--- config.mk ---
export PLATFORM = sky130hd
export DESIGN_NAME = mem_port_arbiter
export DESIGN_NICKNAME = d
export VERILOG_FILES = /design/src/rtl/mem_port_arbiter.sv
export SDC_FILE = /design/constraint.sdc
export NUM_CORES = 1
export LEC_CHECK = 0
export BUFFER_PORTS_ARGS = -buffer_cell sky130_fd_sc_hd__buf_2
export CAP_MARGIN = 5
export CORE_UTILIZATION = 40
export CTS_BUF_LIST = sky130_fd_sc_hd__clkbuf_4 sky130_fd_sc_hd__clkbuf_8 sky130_fd_sc_hd__clkbuf_16
export CTS_CLUSTER_SIZE = 14
export DETAILED_ROUTE_END_ITERATION = 7
export PLACE_DENSITY = 0.81
export SYNTH_ARGS = -nofsm -noshare
export SYNTH_HDL_FRONTEND = slang
export SYNTH_SLANG_ARGS = --single-unit
--- constraint.sdc ---
create_clock -name clk -period 1.9 [get_ports clk]
set_input_delay 0.38 -clock clk [delete_from_list [all_inputs] [get_ports clk]]
set_output_delay 0.38 -clock clk [all_outputs]
set_load 0.03 [all_outputs]
--- src/rtl/mem_port_arbiter.sv ---
// Arbitrates one single-port memory between fetch and load/store; data wins unless fetch is starved.
// Optional MEM_PORT_ARBITER_STATS_EN adds ack/wait statistics counters.
module mem_port_arbiter #(
  parameter int ADDR_W       = 32,
  parameter int STARVE_LIMIT = 4
) (
  input  logic              clk,
  input  logic              rst,
  input  logic              if_req,
  input  logic [ADDR_W-1:0] if_addr,
  output logic              if_ack,
  output logic [31:0]       if_rdata,
  input  logic              d_req,
  input  logic              d_we,
  input  logic [3:0]        d_be,
  input  logic [ADDR_W-1:0] d_addr,
  input  logic [31:0]       d_wdata,
  output logic              d_ack,
  output logic [31:0]       d_rdata,
  output logic              mem_req,
  output logic              mem_we,
  output logic [3:0]        mem_be,
  output logic [ADDR_W-1:0] mem_addr,
  output logic [31:0]       mem_wdata,
  input  logic              mem_ready,
  input  logic [31:0]       mem_rdata,
`ifdef MEM_PORT_ARBITER_STATS_EN
  output logic [31:0]       stat_if_cnt,
  output logic [31:0]       stat_d_cnt,
  output logic [31:0]       stat_wait_cnt,
`endif
  output logic [1:0]        owner
);

  typedef enum logic [1:0] {IDLE, BUSY_I, BUSY_D, DONE} state_t;

  localparam logic [3:0] LIMIT = 4'(STARVE_LIMIT);

  state_t     state;
  logic [3:0] starve_cnt;
  logic       starved;
  logic       grant_d;
  logic       grant_i;

  always_comb begin
    starved = if_req && (starve_cnt == LIMIT);
    grant_d = d_req && !starved;
    grant_i = if_req && !grant_d;
  end

  always_ff @(posedge clk or negedge rst) begin
    if (!rst) begin
      state      <= IDLE;
      starve_cnt <= '0;
      owner      <= 2'd0;
      mem_req    <= 1'b0;
      mem_we     <= 1'b0;
      mem_be     <= '0;
      mem_addr   <= '0;
      mem_wdata  <= '0;
      if_ack     <= 1'b0;
      d_ack      <= 1'b0;
      if_rdata   <= '0;
      d_rdata    <= '0;
    end else begin
      if_ack <= 1'b0;
      d_ack  <= 1'b0;
      case (state)
        IDLE: begin
          if (grant_d) begin
            state     <= BUSY_D;
            owner     <= 2'd2;
            mem_req   <= 1'b1;
            mem_we    <= d_we;
            mem_be    <= d_be;
            mem_addr  <= d_addr;
            mem_wdata <= d_wdata;
            // Only data grants that make a pending fetch wait count toward starvation.
            if (if_req && starve_cnt != LIMIT)
              starve_cnt <= starve_cnt + 4'd1;
          end else if (grant_i) begin
            state      <= BUSY_I;
            owner      <= 2'd1;
            mem_req    <= 1'b1;
            mem_we     <= 1'b0;
            mem_be     <= 4'hF;
            mem_addr   <= if_addr;
            mem_wdata  <= '0;
            starve_cnt <= '0;
          end
        end
        BUSY_I: begin
          if (mem_ready) begin
            mem_req  <= 1'b0;
            mem_we   <= 1'b0;
            if_rdata <= mem_rdata;
            if_ack   <= 1'b1;
            state    <= DONE;
          end
        end
        BUSY_D: begin
          if (mem_ready) begin
            mem_req <= 1'b0;
            mem_we  <= 1'b0;
            if (!mem_we)
              d_rdata <= mem_rdata;
            d_ack   <= 1'b1;
            state   <= DONE;
          end
        end
        DONE: begin
          // No grant here: the requester gets this cycle to retire its old request.
          state <= IDLE;
          owner <= 2'd0;
        end
        default: state <= IDLE;
      endcase
    end
  end

`ifdef MEM_PORT_ARBITER_STATS_EN
  logic waiting;

  always_comb begin
    waiting = ((state != IDLE) && (if_req || d_req)) ||
              ((state == IDLE) && if_req && d_req);
  end

  always_ff @(posedge clk or negedge rst) begin
    if (!rst) begin
      stat_if_cnt   <= '0;
      stat_d_cnt    <= '0;
      stat_wait_cnt <= '0;
    end else begin
      if (if_ack)  stat_if_cnt   <= stat_if_cnt + 32'd1;
      if (d_ack)   stat_d_cnt    <= stat_d_cnt + 32'd1;
      if (waiting) stat_wait_cnt <= stat_wait_cnt + 32'd1;
    end
  end
`endif

endmodule
== Yosys cells after proc, flatten, opt, wreduce, memory -nomap -nowiden ==
Index checks and enable logic that the tools add are counted.

* Shifts and indexed selects: 0
* Multiply operators: 0
* Mux-type cells: 24
* Bitwise logic cells: 1
* $lt $le $gt $ge: 0
* Div/mod/pow operators: 0
* Reductions and logical operators: 18
* Add/sub/neg operators: 1
* Eq/ne operators: 8

{| class="wikitable"
|+ Operator list
! operator !! number
|-
| 32-bit 2-to-1 mux || 4
|-
| 4-bit 2-to-1 mux || 5
|-
| 3-bit AND reduction || 3
|-
| 1-bit 2-to-1 mux || 8
|-
| 2-bit AND reduction || 4
|-
| 2-bit 2-to-1 mux || 3
|-
| 2-bit one-hot mux with 3 select lines || 1
|-
| 2-bit nonzero test || 3
|-
| 4-bit by 1-bit adder with 4-bit output, second input constant || 1
|-
| 2-bit equality test, second input constant || 2
|-
| 4-bit by 3-bit equality test with 1-bit output, second input constant || 1
|-
| 1-bit logical AND || 4
|-
| 2-bit by 1-bit inequality test with 1-bit output, second input constant || 2
|-
| 4-bit by 3-bit inequality test with 1-bit output, second input constant || 1
|-
| 1-bit one-hot mux with 2 select lines || 2
|-
| 2-bit one-hot mux with 2 select lines || 1
|-
| 3-bit inequality test, second input constant || 1
|-
| 2-bit by 1-bit equality test with 1-bit output, second input constant || 1
|-
| 1-bit zero test || 2
|-
| 2-bit zero test || 1
|-
| 2-bit OR reduction || 1
|-
| 1-bit inverter || 1
|}

* Register bits after elaboration: 144
* Input port bits: 138
* Output and inout bits: 138
* Bits in read-only memories: 0
* Memories: 0
* Logic and storage cells: 64
* Bits in latches: 0
* Bits in writable memories: 0

== Logic depth before layout (Yosys ltp) ==
Gate-level depths: netlist (run 1).

* Depth in word-level cells: 9
* Depth in mapped cells: 7
* Gate-level depth less buffers: 5

== Worst setup path after synthesis (run 1) ==
Ideal clock, no wire load.

* Kind: flip-flop to flip-flop
* From: reg starve_cnt[0]
* To: reg mem_addr[23]
* Setup slack: 190 ps
* Data required time: 1774 ps
* Period minus slack after synthesis: 1710 ps
* Setup time: 126 ps
* Arrival time: 1584 ps
* Path buffers: 2
* Cell stages (with the launch flop): 8
* Cell sequence: dfrtp_1 > inv_1 > ha_1 > nand4b_4 > and3_4 > buf_6 > buf_6 > a221o_1

* Longest elaborated chain between the ends: 8
* Elaborated cells between the ends (all ways): 9
* Classes of those cells: 1 x eq/ne; 1 x mux; 7 x reduce/logical

{| class="wikitable"
|+ RTL lines
! what !! RTL line !! source
|-
| start, declared || 40 || <nowiki>logic [3:0] starve_cnt;</nowiki>
|-
| start signal, assigned || 80 || <nowiki>starve_cnt <= starve_cnt + 4'd1;</nowiki>
|-
| 4-bit by 3-bit equality test with 1-bit output (*) || 46 || <nowiki>starved = if_req && (starve_cnt == LIMIT);</nowiki>
|-
| 1-bit logical AND (*) || 46 ||
|-
| 1-bit zero test (*) || 47 || <nowiki>grant_d = d_req && !starved;</nowiki>
|-
| 1-bit logical AND (*) || 47 ||
|-
| 1-bit zero test || 48 || <nowiki>grant_i = if_req && !grant_d;</nowiki>
|-
| 1-bit logical AND || 48 ||
|-
| 2-bit nonzero test (no line) || n/a ||
|-
| 2-bit AND reduction (no line) || n/a ||
|-
| end signal, assigned || 76 || <nowiki>mem_addr <= d_addr;</nowiki>
|-
| end signal, assigned || 87 || <nowiki>mem_addr <= if_addr;</nowiki>
|-
| end, declared || 23 || <nowiki>output logic [ADDR_W-1:0] mem_addr,</nowiki>
|}

Mark *: on every way between the ends. The rest lies on a longest branch, timed or not.
A chain may end at the register's enable or synchronous reset.

== Worst setup path after layout (run 1) ==
* From: reg starve_cnt[0]
* To: reg mem_addr[1]

The elaborated chain is that of the path after synthesis.

==> impl_summary.log, run 1 <==
INFO  metric syn-cell-area = between 5000 and 6000 um^2
INFO  metric avgRoutedWirePerCell = 17.8 um
INFO  metric mappedNetlistNets = 540
INFO  metric synthCells = 395
INFO  metric cts_tree = built
INFO  metric critPathArrivalTime = 2050 ps
INFO  metric pin_count = 276
INFO  metric first_iter_violations = 194
INFO  metric io_buffers = 275
INFO  metric hold_class = in2reg
INFO  metric vias = roughly 4.6k
INFO  metric detailed_routing_iteration_count_for_the_pre_antenna_repair_pass = 4
INFO  metric status = complete, no violations
INFO  metric synth_edf_count = 0
INFO  metric synth.avg_cell_area = between 10 and 15 um^2
INFO  metric final_net_count = 824
INFO  metric grt_setup_unrepaired = false
INFO  metric timing_hold_violations_final = 0
INFO  metric wl = between 15,000 and 20,000 um
INFO  metric gpl.final_weighted_congestion = around 0.86
INFO  metric synth_sequential_area_ratio = 0.631
INFO  metric p_sw_frac = 0.410
INFO  metric n_antenna_cell = 0
INFO  metric ys.flop_type = dfrtp_1
INFO  metric tritoncts.num_buffers = 17
INFO  metric period_minus_slack = 1770 ps
INFO  metric tns = 0 ps
INFO  metric core_area = 13,900 um^2
INFO  metric grt-ovfl-total = 0
INFO  metric max-vdd-ir-drop = 0.804 mV
INFO  metric cellInternalPower = 9.95 mW
INFO  metric timing.critical_path.from_type = flip-flop
INFO  metric setup_failing_eps_final = 0
INFO  metric width_of_the_die = 121 um
INFO  metric tightest_slew = between 700 and 800 ps
INFO  metric period_share = 0.934
INFO  metric post_drt_via_cell_ratio = 5.27
INFO  metric setup_slack = 125 ps
INFO  metric clock_root_buffer = clkbuf_16
INFO  metric placementRows = 43
INFO  metric layout.core_utilization = 0.583
INFO  metric die_area = 14,800 um^2
INFO  metric filler_cells = 1,113
INFO  metric clock_tree.buffer_depth = 2
INFO  metric timing.max_slew.rel_slack = 0.529
INFO  metric p_clk_frac = 0.223
INFO  metric ys_async_sr_fraction = 1.00
INFO  metric area_growth_syn_to_layout = 41.7%
INFO  metric power.density = 2090 nW/um^2
INFO  metric post-place-ws = 11.0 ps
INFO  metric clk_transition_reported_paths = 60 ps
INFO  metric post_synth_num_cell_types = 35
INFO  metric criticalPathCategory = reg2reg
INFO  metric clkSinkCount = approximately 140
INFO  metric critPathCaptureType = flip-flop
INFO  metric pwr-share-comb = 0.463
INFO  metric crit_path_max_fanout = 18
INFO  metric worstSkewPairLatency = between 400 and 500 ps
INFO  metric grt_start_max_net_pins = between 40 and 50
INFO  metric synth.ff_latch_count = 144
INFO  metric static-leakage-power = around 4.1 nW
INFO  metric yosys_warnings = 0
INFO  metric timing.critical_path.required = 2180 ps
INFO  metric total_power_draw = 16.9 mW
INFO  metric power.share.sequential = 0.314
INFO  metric htreeDepth = 4
INFO  metric total_switching_power = 6.92 mW
INFO  metric total_routing_usage_reported_by_global_routing = 0.205
INFO  metric floorplan.initialDensity = 0.411
INFO  metric grt_first_pass_wirelength = 23,300 um
INFO  metric max_cap_viol_count = 0
INFO  metric die-height = 121 um
INFO  metric route.antenna.remaining_nets = 0
INFO  metric drc_errors = 0
INFO  metric post_route_cells_drive_above_1_share = 0.561
INFO  metric detailed_place_hpwl = 10,900 um
INFO  metric grt_pass1_vias = ~4.6k
INFO  metric maxSlewViolCount = 0
INFO  metric clock_skew = 4.85 ps
INFO  metric maxClockFrequency = ~560 MHz
INFO  metric antenna_found_initial = 0
[final timing paths]
kind	from	end	slack, ps	cells after the start
max	starve_cnt[0]$_DFFE_PN0P_	mem_addr[1]$_DFFE_PN0P_	130	5
min reg2reg	d_rdata[12]$_DFFE_PN0P_	d_rdata[12]$_DFFE_PN0P_	500	1
min in group asynchronous	rst	d_rdata[0]$_DFFE_PN0P_	480	2
max in group asynchronous	rst	mem_wdata[17]$_DFFE_PN0P_	850	3
min	d_be[1]	mem_be[1]$_DFFE_PN0P_	190	2
max reg2reg	starve_cnt[0]$_DFFE_PN0P_	mem_addr[1]$_DFFE_PN0P_	130	5
[stage by stage]
| step | hold slack (ps) | area, um^2 | instances |
|---|---|---|---|
| after floorplan | 84.4 | 5710 | 395 |
| after global placement | 332 | 7370 | 837 |
| after detailed placement | 342 | 7370 | 837 |
| after CTS | 168 | 8050 | 868 |
| after global routing | 164 | 8090 | 870 |
| final | 186 | 8090 | 870 |
[per-layer routing]
| layer | vias to the layer above | routed length [um] | track usage | share of wire |
|---|---|---|---|---|
| li1 | 2038 | - | - | - |
| met1 | 2303 | 6020 | 0.248 | 0.39 |
| met2 | 211 | 8020 | 0.343 | 0.52 |
| met3 | 33 | 1050 | 0.0545 | 0.068 |
| met4 | 0 | 359 | 0.0864 | 0.023 |
| met5 | - | 0 | 0 | 0 |
[synth_stat cells (5+ instances only)]
cell type	n	area (um^2)
a221o_1	32	320
a22o_1	32	280
and2_1	34	213
buf_2	11	55.1
clkbuf_1	7	26.3
dfrtp_1	144	3600
ha_1	7	87.6
inv_1	7	26.3
mux2_2	63	709
nand2_1	6	22.5
nand3_1	5	25.0
nor2_1	6	22.5
o21ai_0	7	35.0
[cell families (layout without fill, tap and decap cells)]
| logic type | after synthesis | after routing | share of synthesized area |
|---|---|---|---|
| flip-flops | 144 | 144 | 0.631 |
| buffers and inverters | 32 | 325 | 0.0287 |
| AND/OR/NAND/NOR | 61 | 62 | 0.0649 |
| adder cells (fa/ha/maj) | 7 | 7 | 0.0153 |
| XOR/XNOR | 1 | 1 | 0.00153 |
| multiplexers | 64 | 64 | 0.126 |
| AO/OA/AOI/OAI | 86 | 87 | 0.132 |
[flip-flops by register name (all words and copies together), names as in the netlist, 2 cells and up]
name        cells
mem_addr       32
owner           2
d_rdata        32
if_rdata       32
mem_wdata      32
starve_cnt      4
state           2
mem_be          4
[cell usage in the layout, fill, tap and decap left out, types with 4 or more instances in the layout]
cell       synthesis  final
buf_2             11    274
dfrtp_1          144    144
mux2_2            63     63
and2_1            34     34
a221o_1           32     32
a22o_1            32     32
clkbuf_16          0     17
inv_1              7      7
o21ai_0            7      7
buf_12             0      7
nand2_1            6      6
nor2_1             6      6
ha_1               7      6
bufinv_16          0      6
nand3_1            5      5
buf_4              0      5
o22a_1             4      4
[power groups by stage]
stage,Clock [mW],Sequential [mW],Combinational [mW]
2_1_floorplan,0,8.00,2.58
3_3_place_gp,0,5.23,7.47
3_5_place_dp,0,5.32,7.71
4_1_cts,3.84,5.29,7.75
5_1_grt,3.99,5.46,8.26
6_report,3.77,5.30,7.81
[layout make-up]
| class | instances | area [um^2] | share of cell area |
|---|---|---|---|
| Clock buffer | 21 | 468 | 0.0579 |
| Clock inverter | 9 | 205 | 0.0254 |
| Inverter | 7 | 26.3 | 0.00325 |
| Multi-Input combinational cell | 221 | 1990 | 0.246 |
| Sequential cell | 144 | 3600 | 0.446 |
| Tap cell | 180 | 225 | 0.0279 |
| Timing Repair Buffer | 288 | 1570 | 0.194 |
[worst max-delay path, stage by stage (launching register included)]
cell      delay, ps
dfrtp_1         430
inv_1            80
ha_1            240
nand4b_4        190
and3_4          310
a221o_1         390
[what timing repair did]
action | CTS | global route
gates resized for setup | 0 | 3
hold buffers | 1 | 0
hold endpoints to repair | 43 | 0
buffers inserted | 0 | 0
setup endpoints to repair | 0 | 31
(Power assumes the default switching activity.)
==> run 2: changes to the inputs <==
Settings changed: MAX_ROUTING_LAYER from default to met4.
==> run 2 against run 1 <==
Compared with the run above: cell count unchanged; critical path type unchanged; non-clock buffer count unchanged; first-iteration DRC count up 20%; flip-flop and latch count unchanged.
==> impl_summary.log, run 2 (synthesis results as in run 1) <==
INFO  metric min_delay_path_depth = 2 (unchanged)
INFO  metric grt_pass1_vias = 4,642 (was 4,647)
INFO  metric post-place-ws = 11.0 ps (unchanged)
INFO  metric setup.reg_to_reg.worst_slack = 130 ps (about the same)
INFO  metric vias = 4,566 (was 4,585)
INFO  metric crit_path_cell_trace = inv_1, ha_1, nand4b_4, and3_4, a221o_1 (unchanged)
INFO  metric area_growth_syn_to_layout = 41.7% (unchanged)
INFO  metric r2r-end = mem_addr[1]$_DFFE_PN0P_ (unchanged)
INFO  metric static-leakage-power = 4.10 nW (unchanged)
INFO  metric placementRows = 43 (unchanged)
INFO  metric globalRouteMet2Util = 0.347 (was 0.343)
INFO  metric first_iter_violations = 232 (was 194)
INFO  metric grtUsageMet1 = 0.245 (was 0.248)
INFO  metric worstSkewPairLatency = 410 ps (about the same)
INFO  metric die-height = 121 um (unchanged)
INFO  metric timing.critical_path.from_type = flip-flop (unchanged)
INFO  metric layout_commonest_cell = buf_2 (unchanged)
INFO  metric criticalPathCategory = reg2reg (unchanged)
INFO  metric grt.met3_usage = 0.0545 (unchanged)
INFO  metric drc_errors = 0 (unchanged)
INFO  metric io_buffers = 275 (unchanged)
INFO  metric tritoncts.num_buffers = 17 (unchanged)
INFO  metric crit_slowest_cell = dfrtp_1 (unchanged)
INFO  metric timing_hold_violations_final = 0 (unchanged)
INFO  metric post-route-cell-area = 8090 um^2 (unchanged)
INFO  metric htreeDepth = 4 (unchanged)
INFO  metric clock_skew = 5.92 ps (was 4.85 ps)
INFO  metric worst_r2r_path_depth = 5 (unchanged)
INFO  metric critical_path.max_stage_delay = 420 ps (was 430 ps)
INFO  metric detailed_place_hpwl = 10,900 um (unchanged)
INFO  metric die_area = 14,800 um^2 (unchanged)
INFO  metric floorplan.initialDensity = 0.411 (unchanged)
INFO  metric post-cts-setup-buffer-count = 0 (unchanged)
INFO  metric hold_class = in2reg (unchanged)
INFO  metric setup_slack = 128 ps (was 125 ps)
INFO  metric grt_setup_unrepaired = false (unchanged)
INFO  metric status = complete, no violations (unchanged)
INFO  metric antenna_found_initial = 0 (unchanged)
INFO  metric place_area = 7370 um^2 (unchanged)
INFO  metric wl = 15,500 um (was 15,400 um)
INFO  metric width_of_the_die = 121 um (unchanged)
INFO  metric gpl.final_weighted_congestion = 0.869 (was 0.856)
INFO  metric timing.critical_path.required = 2180 ps (about the same)
INFO  metric core_area = 13,900 um^2 (unchanged)
INFO  metric clkSinkCount = 144 (unchanged)
INFO  metric post_drt_via_cell_ratio = 5.25 (was 5.27)
INFO  metric tightest_slew = 702 ps (was 706 ps)
INFO  metric final_net_count = 824 (unchanged)
INFO  metric critPathCaptureType = flip-flop (unchanged)
INFO  metric detailed_routing_iteration_count_for_the_pre_antenna_repair_pass = 4 (unchanged)
INFO  metric max-vdd-ir-drop = 0.803 mV (was 0.804 mV)
INFO  metric commonest_cells_after_routing_fill_and_taps_aside = buf_2 (274), dfrtp_1 (144), mux2_2 (63) (unchanged)
INFO  metric pin_count = 276 (unchanged)
INFO  metric setup_failing_eps_final = 0 (unchanged)
INFO  metric grt-ovfl-total = 0 (unchanged)
INFO  metric clock_tree.buffer_depth = 2 (unchanged)
INFO  metric regToRegStartpoint = starve_cnt[1]$_DFFE_PN0P_ (was starve_cnt[0]$_DFFE_PN0P_)
INFO  metric max_cap_viol_count = 0 (unchanged)
INFO  metric critPathArrivalTime = 2050 ps (about the same)
INFO  metric period_share = 0.933 (was 0.934)
INFO  metric cts_tree = built (unchanged)
INFO  metric hold-worst-slack = 185 ps (was 186 ps)
INFO  metric post_route_cells_drive_above_1_share = 0.561 (unchanged)
INFO  metric crit_path_max_fanout = 18 (unchanged)
INFO  metric clk_transition_reported_paths = 60 ps (about the same)
INFO  metric maxSlewViolCount = 0 (unchanged)
INFO  metric grt-busiest-layer = met2 (unchanged)
INFO  metric maxClockFrequency = 564 MHz (about the same)
INFO  metric avgRoutedWirePerCell = 17.8 um (about the same)
INFO  metric timing.hold.worst_endpoint = mem_be[1]$_DFFE_PN0P_ (unchanged)
INFO  metric holdCritStartpoint = d_be[1] (unchanged)
INFO  metric grt_start_max_net_pins = 47 (unchanged)
INFO  metric clock_root_buffer = clkbuf_16 (unchanged)
INFO  metric tns = 0 ps (unchanged)
INFO  metric power.density = 2090 nW/um^2 (about the same)
INFO  metric route.antenna.remaining_nets = 0 (unchanged)
INFO  metric period_minus_slack = 1770 ps (about the same)
INFO  metric grt_first_pass_wirelength = 23,200 um (was 23,300 um)
INFO  metric total_routing_usage_reported_by_global_routing = 0.211 (was 0.205)
INFO  metric n_antenna_cell = 0 (unchanged)
INFO  metric timing.max_slew.rel_slack = 0.532 (was 0.529)
run 2: how the worst max path moves through the flow:
stage / startpoint / end / slack [ps]
after floorplan: starve_cnt[0]$_DFFE_PN0P_ / mem_addr[23]$_DFFE_PN0P_ / 190
after global placement: if_req / mem_wdata[8]$_DFFE_PN0P_ / 130
after detailed placement: if_req / mem_wdata[5]$_DFFE_PN0P_ / 10
after CTS: state[1]$_DFFE_PN0P_ / mem_wdata[18]$_DFFE_PN0P_ / 50
after global routing: starve_cnt[0]$_DFFE_PN0P_ / mem_wdata[22]$_DFFE_PN0P_ / 40
final: starve_cnt[1]$_DFFE_PN0P_ / mem_addr[1]$_DFFE_PN0P_ / 130
run 2: final cells by class:
class	count	area, um^2
Fill cell	1113	5790
Sequential cell	144	3600
Multi-Input combinational cell	221	1990
Timing Repair Buffer	288	1570
Clock buffer	21	468
Tap cell	180	225
Clock inverter	9	205
Inverter	7	26.3
run 2: through the flow:
stage | instances | util | total power, mW
finish | 870 | 0.583 | 16.9
floorplan | 395 | - | 10.6
detailed placement | 837 | 0.531 | 13.0
CTS | 868 | 0.580 | 16.9
global route | 870 | 0.583 | 17.7
global placement | 837 | 0.531 | 12.7
run 2: repair_timing:
item | in CTS | in global routing
gates resized for setup | 0 | 3
hold buffers | 1 | 0
endpoints found under the setup margin | 0 | 31
hold endpoints to repair | 43 | 0
run 2: metal layers:
| metal | vias up | part of all wire |
|---|---|---|
| li1 | 2041 | - |
| met1 | 2287 | 0.39 |
| met2 | 204 | 0.52 |
| met3 | 34 | 0.067 |
| met4 | 0 | 0.023 |
| met5 | - | 0 |
run 2: critical path, delay by kind of cell (launching register included):
family / cells / cell delay (ps)
flip-flops: 1 / 420
buffers and inverters: 1 / 80
AO/OA/AOI/OAI: 1 / 400
AND/OR/NAND/NOR: 2 / 510
adder cells (fa/ha/maj): 1 / 230
run 2: report_power, final:
group          switching (mW)  internal (mW)
sequential              0.765           4.52
clock                    1.22           2.55
combinational            4.94           2.87
==> run 3: changes to the inputs <==
Settings changed: PLACE_DENSITY 0.81 to 0.84.
Clock period 1.9 ns to 1.61 ns, I/O delays scaled along.
==> run 3 against run 2 <==
Compared with the run above: combinational power grew 26%; maximum frequency up 13%; global-route usage shrank 0.18 points; register-to-register slack worse by 90 ps; total power increased by 19%; worst setup slack lost 92 ps; largest cell class unchanged.
==> impl_summary.log, run 3 (synthesis results as in run 1) <==
INFO  metric n_antenna_cell = 0 (unchanged)
INFO  metric clock_tree.buffer_depth = 2 (unchanged)
INFO  metric clkSinkCount = 144 (unchanged)
INFO  metric layout_commonest_cell = buf_2 (unchanged)
INFO  metric cp_num_buf_inv = 2 (was 1)
INFO  metric period_minus_slack = 1570 ps (was 1770 ps)
INFO  metric detailed_place_hpwl = 10,600 um (was 10,900 um)
INFO  metric grt-ovfl-total = 0 (unchanged)
INFO  metric tightest_slew = 369 ps (was 702 ps)
INFO  metric gpl.final_weighted_congestion = 0.831 (was 0.869)
INFO  metric first_iter_violations = 230 (was 232)
INFO  metric drc_errors = 0 (unchanged)
INFO  metric cts_tree = built (unchanged)
INFO  metric wl = 15,900 um (was 15,500 um)
INFO  metric die-height = 121 um (unchanged)
INFO  metric post_layout_nonfiller_instances = 895 (was 870)
INFO  metric placementRows = 43 (unchanged)
INFO  metric grt_first_pass_wirelength = 22,900 um (was 23,200 um)
INFO  metric timing.critical_path.required = 1890 ps (was 2180 ps)
INFO  metric static-leakage-power = 4.25 nW (was 4.10 nW)
INFO  metric final_net_count = 848 (was 824)
INFO  metric antenna_found_initial = 0 (unchanged)
INFO  metric clock_root_buffer = clkbuf_16 (unchanged)
INFO  metric htreeDepth = 4 (unchanged)
INFO  metric numPlacedInstances = 854 (was 837)
INFO  metric tritoncts.num_buffers = 17 (unchanged)
INFO  metric core_area = 13,900 um^2 (unchanged)
INFO  metric grt_pass1_vias = 4,473 (was 4,642)
INFO  metric pin_count = 276 (unchanged)
INFO  metric area_growth_syn_to_layout = 46.4% (was 41.7%)
INFO  metric status = complete, no violations (unchanged)
INFO  metric max-vdd-ir-drop = 1.09 mV (was 0.803 mV)
INFO  metric maxSlewViolCount = 0 (unchanged)
INFO  metric crit_family = flip-flops (was simple AND/OR/NAND/NOR gates)
INFO  metric floorplan.initialDensity = 0.411 (unchanged)
INFO  metric io_buffers = 275 (unchanged)
INFO  metric crit_path_max_fanout = 15 (was 18)
INFO  metric timing_hold_violations_final = 0 (unchanged)
INFO  metric critical_path.max_stage_delay = 390 ps (was 420 ps)
INFO  metric avgRoutedWirePerCell = 17.8 um (about the same)
INFO  metric route.antenna.remaining_nets = 0 (unchanged)
INFO  metric worstSkewPairLatency = 410 ps (about the same)
INFO  metric post_drt_via_cell_ratio = 5.11 (was 5.25)
INFO  metric die_area = 14,800 um^2 (unchanged)
INFO  metric power.density = 2400 nW/um^2 (was 2090 nW/um^2)
INFO  metric crit_path_cell_trace = inv_2, ha_4, nand4b_4, and3_4, buf_12, a221o_1 (was inv_1, ha_1, nand4b_4, and3_4, a221o_1)
INFO  metric maxClockFrequency = 635 MHz (was 564 MHz)
INFO  metric critPathCaptureType = flip-flop (unchanged)
INFO  metric period_share = 0.978 (was 0.933)
INFO  metric timing.critical_path.from_type = flip-flop (unchanged)
INFO  metric clock_skew = 11.3 ps (was 5.92 ps)
INFO  metric width_of_the_die = 121 um (unchanged)
INFO  metric post_route_cells_drive_above_1_share = 0.592 (was 0.561)
INFO  metric criticalPathCategory = reg2reg (unchanged)
INFO  metric total_routing_usage_reported_by_global_routing = 0.209 (was 0.211)
INFO  metric commonest_cells_after_routing_fill_and_taps_aside = buf_2 (274), dfrtp_1 (144), mux2_2 (63) (unchanged)
INFO  metric detailed_routing_iteration_count_for_the_pre_antenna_repair_pass = 4 (unchanged)
INFO  metric clk_transition_reported_paths = 60 ps (about the same)
INFO  metric filler_cells = 1,094 (was 1,113)
INFO  metric timing.max_slew.rel_slack = 0.754 (was 0.532)
INFO  metric place_area = 7550 um^2 (was 7370 um^2)
INFO  metric post-route-cell-area = 8360 um^2 (was 8090 um^2)
INFO  metric setup_failing_eps_final = 0 (unchanged)
INFO  metric grt_start_max_net_pins = 38 (was 47)
INFO  metric critPathArrivalTime = 1860 ps (was 2050 ps)
INFO  metric vias = 4,572 (was 4,566)
INFO  metric hold_class = in2reg (unchanged)
INFO  metric crit_slowest_cell = dfrtp_1 (unchanged)
INFO  metric max_cap_viol_count = 0 (unchanged)
INFO  metric grt_setup_unrepaired = true (was false)
INFO  metric hold-worst-slack = 116 ps (was 185 ps)
run 3: cell types whose count changed in the layout (fill, tap and decap cells not counted), sizes merged:
| cell | previous run | this run |
|---|---|---|
| clkinvlp | 1 | 2 |
| o21ai | 9 | 8 |
| clkinv | 1 | 3 |
| clkbuf | 21 | 27 |
| bufinv | 6 | 2 |
| and3 | 3 | 2 |
| buf | 287 | 309 |
run 3: what timing repair did:
| action | in CTS | in global routing |
|---|---|---|
| buffers inserted | 0 | 3 |
| hold buffers | 1 | 0 |
| gates cloned | 0 | 6 |
| setup endpoints to repair | 7 | 111 |
| pin swaps | 0 | 4 |
| endpoints found under the hold margin | 30 | 0 |
| gates resized for setup | 1 | 12 |
run 3: worst paths after layout:
check,start,to,slack (ps),cells after the start
setup / recovery,starve_cnt[0]$_DFFE_PN0P_,mem_addr[28]$_DFFE_PN0P_,40,6
setup reg to reg,starve_cnt[0]$_DFFE_PN0P_,mem_addr[28]$_DFFE_PN0P_,40,6
hold / removal,d_be[1],mem_be[1]$_DFFE_PN0P_,120,2
min in group asynchronous,rst,d_rdata[16]$_DFFE_PN0P_,380,2
max in group asynchronous,rst,mem_wdata[30]$_DFFE_PN0P_,660,3
hold reg to reg,if_rdata[22]$_DFFE_PN0P_,if_rdata[22]$_DFFE_PN0P_,500,1
run 3: through the flow:
| stage | power (mW) | setup slack [ps] | setup TNS [ps] | utilization |
|---|---|---|---|---|
| 2_1_floorplan | 12.6 | -38.0 | -1110 | - |
| 3_3_place_gp | 15.4 | 43.0 | 0 | 0.544 |
| 3_5_place_dp | 15.6 | -9.38 | -9.38 | 0.544 |
| 4_1_cts | 19.7 | 13.9 | 0 | 0.589 |
| 5_1_grt | 21.1 | -13.2 | -33.4 | 0.602 |
| 6_report | 20.0 | 35.9 | 0 | 0.602 |
run 3: power breakdown:
part           total (mW)  internal [mW]  switching (mW)  leakage [nW]
clock                3.96           2.50            1.46         0.295
combinational        9.87           3.88            6.00          2.20
sequential           6.19           5.34           0.854          1.76
run 3: cell type report:
class	instances	area, um^2	share of cell area
clock inverter	8	103	0.0123
sequential	144	3600	0.431
clock buffer	23	502	0.0600
multi-input combinational	219	2010	0.241
timing repair buffer	314	1880	0.225
inverter	7	26.3	0.00314
tap	180	225	0.0269
run 3: per-layer routing:
metal / wire, um / vias up / global-route usage
met5: 0 / - / -
met4: 233 / 0 / 0.0733
met3: 1110 / 18 / 0.0550
met2: 8030 / 195 / 0.331
met1: 6550 / 2272 / 0.258
li1: - / 2087 / -
